===== src/rtl/axi_pipe_pkg.sv =====
// Shared channel indices, depth limit and default AXI beat/bundle types.
// Latency, backpressure and reset behaviour are defined by the modules that use these types.
package axi_pipe_pkg;

  localparam int AW = 0;
  localparam int W  = 1;
  localparam int B  = 2;
  localparam int AR = 3;
  localparam int R  = 4;

  localparam int NumChan  = 5;
  localparam int MaxDepth = 1024;

  typedef struct packed {
    logic [3:0]  id;
    logic [31:0] addr;
  } aw_beat_t;

  typedef struct packed {
    logic [31:0] data;
    logic        last;
  } w_beat_t;

  typedef struct packed {
    logic [3:0] id;
    logic [1:0] resp;
  } b_beat_t;

  typedef struct packed {
    logic [3:0]  id;
    logic [31:0] addr;
  } ar_beat_t;

  typedef struct packed {
    logic [3:0]  id;
    logic [31:0] data;
    logic [1:0]  resp;
    logic        last;
  } r_beat_t;

  typedef struct packed {
    aw_beat_t aw;
    logic     aw_valid;
    w_beat_t  w;
    logic     w_valid;
    logic     b_ready;
    ar_beat_t ar;
    logic     ar_valid;
    logic     r_ready;
  } req_t;

  typedef struct packed {
    logic     aw_ready;
    logic     w_ready;
    b_beat_t  b;
    logic     b_valid;
    logic     ar_ready;
    r_beat_t  r;
    logic     r_valid;
  } resp_t;

endpackage


===== src/rtl/axi_chan_fifo.sv =====
// One AXI channel buffer: Depth 0 is a zero-latency wire, Depth>=1 a FIFO with 1-cycle latency.
// Backpressure: ready_o = !full, never passes through when full; rst_i forces valid_o/ready_o low.
module axi_chan_fifo import axi_pipe_pkg::*; #(
  parameter type T     = logic,
  parameter int  Depth = 2
) (
  input  logic clk_i,
  input  logic rst_i,
  input  logic valid_i,
  output logic ready_o,
  input  T     data_i,
  output logic valid_o,
  input  logic ready_i,
  output T     data_o,
  output logic full_o,
  output logic empty_o
);

  if (Depth < 0 || Depth > MaxDepth) begin : g_bad_depth
    $error("axi_chan_fifo: Depth %0d outside 0..%0d", Depth, MaxDepth);
  end

  if (Depth == 0) begin : g_bypass
    logic unused_clk_rst;
    assign unused_clk_rst = clk_i ^ rst_i;

    assign valid_o = valid_i;
    assign ready_o = ready_i;
    assign data_o  = data_i;
    assign full_o  = 1'b0;
    assign empty_o = 1'b1;
  end else begin : g_fifo
    localparam int CntW = $clog2(Depth + 1);
    localparam int PtrW = (Depth > 1) ? $clog2(Depth) : 1;
    localparam logic [CntW-1:0] CntFull = CntW'(Depth);
    localparam logic [PtrW-1:0] PtrLast = PtrW'(Depth - 1);

    T                mem [Depth];
    logic [CntW-1:0] cnt;
    logic [PtrW-1:0] rd_ptr;
    logic [PtrW-1:0] wr_ptr;
    logic            push;
    logic            pop;

    assign full_o  = (cnt == CntFull);
    assign empty_o = (cnt == '0);
    assign ready_o = !full_o && !rst_i;
    assign valid_o = !empty_o && !rst_i;
    assign data_o  = mem[rd_ptr];
    assign push    = valid_i && ready_o;
    assign pop     = valid_o && ready_i;

    always_ff @(posedge clk_i) begin
      if (rst_i) begin
        cnt    <= '0;
        rd_ptr <= '0;
        wr_ptr <= '0;
      end else begin
        if (push) wr_ptr <= (wr_ptr == PtrLast) ? '0 : wr_ptr + 1'b1;
        if (pop)  rd_ptr <= (rd_ptr == PtrLast) ? '0 : rd_ptr + 1'b1;
        if (push && !pop)      cnt <= cnt + 1'b1;
        else if (pop && !push) cnt <= cnt - 1'b1;
      end
    end

    // Storage is left unreset; only the read pointer moves data_o, which keeps it stable until popped.
    always_ff @(posedge clk_i) begin
      if (push) mem[wr_ptr] <= data_i;
    end
  end

endmodule


===== src/rtl/axi_fifo_pipeline.sv =====
// Per-channel elastic buffering between a crossbar port and a slave; each depth independently sized.
// Latency 0 (depth 0) or 1 (depth>=1) per channel; each channel backpressures on its own full flag.
module axi_fifo_pipeline import axi_pipe_pkg::*; #(
  // Depth 0 = combinational bypass. Depth 1 accepts one beat every other cycle because a full
  // buffer never passes through; depth >= 2 sustains one beat per cycle.
  parameter int  AwDepth    = 2,
  parameter int  WDepth     = 2,
  parameter int  BDepth     = 2,
  parameter int  ArDepth    = 2,
  parameter int  RDepth     = 2,
  parameter type aw_chan_t  = aw_beat_t,
  parameter type w_chan_t   = w_beat_t,
  parameter type b_chan_t   = b_beat_t,
  parameter type ar_chan_t  = ar_beat_t,
  parameter type r_chan_t   = r_beat_t,
  parameter type axi_req_t  = req_t,
  parameter type axi_resp_t = resp_t
) (
  input  logic               clk_i,
  input  logic               rst_i,
  input  axi_req_t           slv_req_i,
  output axi_resp_t          slv_resp_o,
  output axi_req_t           mst_req_o,
  input  axi_resp_t          mst_resp_i,
  output logic               idle_o,
  output logic [NumChan-1:0] full_o
);

  logic [NumChan-1:0] full_vec;
  logic [NumChan-1:0] empty_vec;

  logic     aw_up_rdy, aw_dn_vld;
  aw_chan_t aw_dn_dat;
  logic     w_up_rdy, w_dn_vld;
  w_chan_t  w_dn_dat;
  logic     b_up_rdy, b_dn_vld;
  b_chan_t  b_dn_dat;
  logic     ar_up_rdy, ar_dn_vld;
  ar_chan_t ar_dn_dat;
  logic     r_up_rdy, r_dn_vld;
  r_chan_t  r_dn_dat;

  axi_chan_fifo #(.T(aw_chan_t), .Depth(AwDepth)) i_aw_fifo (
    .clk_i, .rst_i,
    .valid_i(slv_req_i.aw_valid), .ready_o(aw_up_rdy), .data_i(slv_req_i.aw),
    .valid_o(aw_dn_vld), .ready_i(mst_resp_i.aw_ready), .data_o(aw_dn_dat),
    .full_o(full_vec[AW]), .empty_o(empty_vec[AW])
  );

  axi_chan_fifo #(.T(w_chan_t), .Depth(WDepth)) i_w_fifo (
    .clk_i, .rst_i,
    .valid_i(slv_req_i.w_valid), .ready_o(w_up_rdy), .data_i(slv_req_i.w),
    .valid_o(w_dn_vld), .ready_i(mst_resp_i.w_ready), .data_o(w_dn_dat),
    .full_o(full_vec[W]), .empty_o(empty_vec[W])
  );

  // Response channels run in the opposite direction: producer is the downstream slave.
  axi_chan_fifo #(.T(b_chan_t), .Depth(BDepth)) i_b_fifo (
    .clk_i, .rst_i,
    .valid_i(mst_resp_i.b_valid), .ready_o(b_up_rdy), .data_i(mst_resp_i.b),
    .valid_o(b_dn_vld), .ready_i(slv_req_i.b_ready), .data_o(b_dn_dat),
    .full_o(full_vec[B]), .empty_o(empty_vec[B])
  );

  axi_chan_fifo #(.T(ar_chan_t), .Depth(ArDepth)) i_ar_fifo (
    .clk_i, .rst_i,
    .valid_i(slv_req_i.ar_valid), .ready_o(ar_up_rdy), .data_i(slv_req_i.ar),
    .valid_o(ar_dn_vld), .ready_i(mst_resp_i.ar_ready), .data_o(ar_dn_dat),
    .full_o(full_vec[AR]), .empty_o(empty_vec[AR])
  );

  axi_chan_fifo #(.T(r_chan_t), .Depth(RDepth)) i_r_fifo (
    .clk_i, .rst_i,
    .valid_i(mst_resp_i.r_valid), .ready_o(r_up_rdy), .data_i(mst_resp_i.r),
    .valid_o(r_dn_vld), .ready_i(slv_req_i.r_ready), .data_o(r_dn_dat),
    .full_o(full_vec[R]), .empty_o(empty_vec[R])
  );

  always_comb begin
    mst_req_o          = '0;
    mst_req_o.aw       = aw_dn_dat;
    mst_req_o.aw_valid = aw_dn_vld;
    mst_req_o.w        = w_dn_dat;
    mst_req_o.w_valid  = w_dn_vld;
    mst_req_o.b_ready  = b_up_rdy;
    mst_req_o.ar       = ar_dn_dat;
    mst_req_o.ar_valid = ar_dn_vld;
    mst_req_o.r_ready  = r_up_rdy;

    slv_resp_o          = '0;
    slv_resp_o.aw_ready = aw_up_rdy;
    slv_resp_o.w_ready  = w_up_rdy;
    slv_resp_o.b        = b_dn_dat;
    slv_resp_o.b_valid  = b_dn_vld;
    slv_resp_o.ar_ready = ar_up_rdy;
    slv_resp_o.r        = r_dn_dat;
    slv_resp_o.r_valid  = r_dn_vld;
  end

  // Bypassed channels report empty and never full, so they drop out of both status outputs.
  assign idle_o = &empty_vec;
  assign full_o = full_vec;

endmodule


===== config.mk =====
export PLATFORM = sky130hd
export DESIGN_NAME = axi_fifo_pipeline
export DESIGN_NICKNAME = d
export VERILOG_FILES = /design/src/rtl/axi_pipe_pkg.sv /design/src/rtl/axi_chan_fifo.sv /design/src/rtl/axi_fifo_pipeline.sv
export SDC_FILE = /design/constraint.sdc
export NUM_CORES = 1
export LEC_CHECK = 0
export BUFFER_PORTS_ARGS = -buffer_cell sky130_fd_sc_hd__buf_2
export CAP_MARGIN = 20
export CORE_AREA = 2 2 199 201
export DETAILED_ROUTE_END_ITERATION = 8
export DIE_AREA = 0 0 201 203
export MAX_ROUTING_LAYER = met4
export PLACE_DENSITY = 0.5
export SYNTH_ARGS = -nofsm -noshare
export SYNTH_HDL_FRONTEND = slang
export SYNTH_SLANG_ARGS = --single-unit

===== constraint.sdc =====
create_clock -name clk_i -period 7.63 [get_ports clk_i]
set_clock_uncertainty 0.15 [all_clocks]
set_input_delay 0.763 -clock clk_i [delete_from_list [all_inputs] [get_ports clk_i]]
set_output_delay 0.763 -clock clk_i [all_outputs]
set_load 0.05 [all_outputs]

# Word level (Yosys, flattened, before mapping)
# Memories as Yosys holds them, arrays and structs flattened. A register that Yosys moved wholly into a read port is not among the register bits.
# Cells that the tools add are included.
[classes]
add_sub_neg = 20
n_mul = 0
div_mod_pow = 0
magnitude_cmp = 0
n_eq_ne = 5
shifts = 0
mux = 40
bitwise = 0
n_reduce_logical = 62
[ops]
columns = ["op", "count"]
rows = [
  ["$logic_and A1 B1 Y1", 30],
  ["$mux W1", 30],
  ["$logic_not A1 Y1", 21],
  ["$mux W2", 10],
  ["$add A1 B1 Y1 const B", 10],
  ["$add A2 B1 Y2 const B", 5],
  ["$eq A2 B2 Y1 const B", 5],
  ["$logic_not A2 Y1", 5],
  ["$reduce_bool A2 Y1", 5],
  ["$sub A2 B1 Y2 const B", 5],
  ["$reduce_and A5 Y1", 1],
]
[totals]
register_bits = 20
latchBits = 0
ramBits = 300
romBits = 0
input_bits = 162
out_inout_bits = 166
elab_cells = 147
memories = 5
[mem_list]
columns = ["memory", "words", "width", "rd", "rd_clocked_by_memory_dff", "write_ports", "line_no", "source"]
rows = [
  ["i_r_fifo.g_fifo.mem", 2, 39, 1, 1, 1, "axi_chan_fifo.sv:38", "T mem [Depth];"],
  ["i_ar_fifo.g_fifo.mem", 2, 36, 1, 1, 1, "axi_chan_fifo.sv:38", ""],
  ["i_aw_fifo.g_fifo.mem", 2, 36, 1, 1, 1, "axi_chan_fifo.sv:38", ""],
  ["i_w_fifo.g_fifo.mem", 2, 33, 1, 1, 1, "axi_chan_fifo.sv:38", ""],
  ["i_b_fifo.g_fifo.mem", 2, 6, 1, 1, 1, "axi_chan_fifo.sv:38", ""],
]

# Depth between registers and ports, before layout
[logic_depth]
depth_word = 8
depth_mapped = 9
depth_no_buf = 7

# Modules after synthesis
# A second synthesis with hierarchy kept.
[hier_totals]
cells_unflattened = 625
hier_area_um2 = 12072.8
[modules_own_cells]
columns = ["module", "n_inst", "cells_per_inst", "area_each_um2", "seq_area_each_um2"]
rows = [
  ["axi_chan_fifo at i_ar_fifo ...", 2, 141, 2831.5, 2262.2],
  ["axi_chan_fifo at i_r_fifo", 1, 150, 3044.2, 2442.3],
  ["axi_chan_fifo at i_w_fifo", 1, 132, 2610.0, 2082.0],
  ["axi_chan_fifo at i_b_fifo", 1, 48, 668.1, 460.4],
  ["axi_fifo_pipeline", 1, 13, 87.6, 0.0],
]

# Least setup slack after synthesis
# Ideal clock, no wire load.
[synth_timing]
kind = "input to register"
startpoint = "in rst_i"
endpoint = "mem i_r_fifo.g_fifo.mem[0][0] (netlist bit) (enable)"
setup_ns = 0.461
arrival_time_ns = 3.151
required_ns = 7.019
slack_ns = 3.868
cell_stages = 2
n_path_buf = 1
cell_sequence = "buf_6 -> nor4b_2"
[synth_via]
elab_chain_cells = 5
[synth_lines]
columns = ["element", "line_no", "source"]
rows = [
  ["start: declaration", "axi_fifo_pipeline.sv:20", "input logic rst_i,"],
  ["$logic_not A1 Y1", "axi_chan_fifo.sv:47", "assign ready_o = !full_o && !rst_i;"],
  ["$logic_and A1 B1 Y1", "axi_chan_fifo.sv:47", ""],
  ["$logic_and A1 B1 Y1", "axi_chan_fifo.sv:50", "assign push = valid_i && ready_o;"],
  ["$mux W1", "axi_chan_fifo.sv:68", "if (push) mem[wr_ptr] <= data_i;"],
  ["$mux W1 (implied by the code)", "axi_chan_fifo.sv:68", ""],
  ["end: declaration", "axi_chan_fifo.sv:38", ""],
]
# Every way passes these cells.

==> flow_metrics.tcl <==
set metrics [dict create \
    holdWs_ps 263 \
    track_usage 0.131 \
    endpoint_kind "output port" \
    synth.avg_cell_area_sq_um 19.6 \
    portBuffers 327 \
    grt_overflow 0 \
    ys_seq_area_frac 0.778 \
    critPathMaxFanout 32 \
    path_clk_slew_ps 60 \
    area_delta_synth_final_pct 27.0 \
    tightest_slew_ps 993 \
    cp-start-kind "flop" \
    p_leak_nw 5.78 \
    hp-class "in2reg" \
    start_util 0.318 \
    htreeDepth 2 \
    postCtsHoldBufs 0 \
    drc 0 \
    synth_cell_types 27 \
    ys_top_cells_by_area "edfxtp_1 (74%), mux2_2 (14%), dfxtp_1 (4.1%)" \
    cts_resized 0 \
    syn_area_sq_um 12200 \
    slew_headroom 0.338 \
    cts_setup_buffers 0 \
    pwr-share-seq 0.437 \
    fin_cells 1511 \
    maxCapViolCount 0 \
    io_pins 328 \
    final_cell_mix "buf_2 (327), edfxtp_1 (300), mux2_2 (150)" \
    core_sq_um 38500 \
    crit_arrival_ps 2180 \
    setup_viol 0 \
    die_area_sq_um 40800 \
    p_clk_frac 0.341 \
    period_share 0.406 \
    p_sw_w 0.00151 \
    clock.fmax_mhz 323 \
    post-dp-hpwl_mm 17.5 \
    layout_commonest_cell "buf_2" \
    synth_top_cell_by_area "edfxtp_1" \
    synth_fp_nets 791 \
    ys_ff_latch 325 \
    rsz0062_at_grt "false" \
    drt_iter0_markers 271 \
    ctsLongestPathBuffers 3 \
    synth_warnings 0 \
    seqCellArea_sq_um 9510 \
    critPathRequiredTime_ps 6720 \
    drive_gt1_frac 0.565 \
    dp_cells 1443 \
    fillers 3608 \
    status "complete, no violations" \
    antenna_found_initial 2 \
    min_period_ps 3100 \
    hold_viol_final 0 \
    fin_util 0.403 \
    cts_tree "built" \
    wl_mm 26.5 \
    grt_max_degree 40 \
    layout.nets 1131 \
    globalplace.congestion 0.702 \
    path_class "reg2out" \
    multi_input_area_sq_um 2470 \
    synth_cells 624 \
    vdd.ir_drop.worst_v 0.000196 \
    final_antenna_net_count 0 \
    cts_buffers 37 \
    p_per_area_nw_per_um2 316 \
    die_y_microns 203 \
    combinationalPowerShare 0.223 \
    grt_pass1_wl_mm 39.3 \
    clk_latency_ps 530 \
    grt_pass1_vias 6900 \
    swShare 0.309 \
    final.setup.tns_ps 0 \
    slew_viol_final 0 \
    dr_total_vias 6605 \
    intPower_w 0.00339 \
    ctsRootBufferMaster "clkbuf_16" \
    synth_top_area_frac 0.737 \
    rows 72 \
    routedWlPerCell_microns 17.5 \
    clock_sinks 325 \
    vias_per_cell 4.37 \
    die_w_microns 201 \
    firstDrtPassIters 5 \
]
synth_stat cells (all sizes together):
master / count
nor3b: 5
nand2: 20
nor2b: 5
and2: 5
nor2: 20
nor4b: 5
a21oi: 5
clkbuf: 1
nand4: 1
o211ai: 5
o21ai: 5
nor3: 1
ha: 5
xor2: 10
or4: 5
buf: 35
dfxtp: 25
mux2: 150
edfxtp: 300
inv: 6
or3: 5
o21bai: 5
critical path: stages, from the launching register on:
cell	delay (ps)
dfxtp_1	530
buf_4	470
mux2_2	410
buf_2	210
registers in the layout (all words and copies together) (netlist names), 2 cells and up, named ones only:
| register | flops |
|---|---|
| i_aw_fifo.g_fifo.mem | 72 |
| i_ar_fifo.g_fifo.cnt | 2 |
| i_r_fifo.g_fifo.cnt | 2 |
| i_ar_fifo.g_fifo.mem | 72 |
| i_w_fifo.g_fifo.mem | 66 |
| i_r_fifo.g_fifo.mem | 78 |
| i_w_fifo.g_fifo.cnt | 2 |
| i_aw_fifo.g_fifo.cnt | 2 |
| i_b_fifo.g_fifo.mem | 12 |
| i_b_fifo.g_fifo.cnt | 2 |
layer usage:
metal	wire length, microns	GRT usage	vias to the layer above
met4	714	0.0529	0
met5	0	-	-
met1	10700	0.151	3265
li1	-	-	3082
met3	1830	0.0398	51
met2	13200	0.215	207
through the flow:
step	setup WS [ps]	power, W	cell area, sq um
6_report	4530	0.00490	15500
5_1_grt	4400	0.00510	15500
2_1_floorplan	3870	0.00302	12200
3_5_place_dp	4680	0.00329	14400
4_1_cts	4450	0.00499	15500
3_3_place_gp	4680	0.00328	14400
area by class of cell:
cell class | instances | share of cell area
clock inverter | 19 | 0.00935
timing repair buffer | 337 | 0.110
multi-input combinational | 257 | 0.159
inverter | 6 | 0.00145
antenna | 2 | 0.000323
sequential | 325 | 0.613
clock buffer | 47 | 0.0648
tap | 518 | 0.0418
power groups by stage:
stage / sequential (W) / clock (W) / combinational [W]
floorplan: 0.00215 / 0 / 0.000869
CTS: 0.00214 / 0.00173 / 0.00111
detailed placement: 0.00218 / 0 / 0.00111
global route: 0.00215 / 0.00180 / 0.00115
global placement: 0.00218 / 0 / 0.00110
finish: 0.00214 / 0.00167 / 0.00109
cell families after synthesis:
logic type / count (synthesis) / synth area share
muxes: 150 / 0.138
xor gates and xnor gates: 10 / 0.00717
AOI/OAI and AO/OA: 20 / 0.0102
DFF: 325 / 0.778
buffers and inverters: 42 / 0.0216
adders and majority gates: 5 / 0.00512
and+or+nand+nor: 72 / 0.0394
worst paths after layout:
| path | start | cells after the start | to | slack (ps) |
|---|---|---|---|---|
| worst max-delay path | flop | 3 | slv_resp_o[4] | 4530 |
| worst min-delay path | slv_req_i[57] | 1 | i_w_fifo.g_fifo.mem[0][17]$_DFFE_PP_ | 260 |
| worst max register to register | i_r_fifo.g_fifo.cnt[0]$_SDFFE_PP0P_ | 3 | i_r_fifo.g_fifo.mem[1][11]$_DFFE_PP_ | 5400 |
| worst min register to register | i_b_fifo.g_fifo.wr_ptr$_SDFFE_PP0P_ | 2 | i_b_fifo.g_fifo.wr_ptr$_SDFFE_PP0P_ | 320 |
No activity file was read; power rests on OpenSTA's default activity.
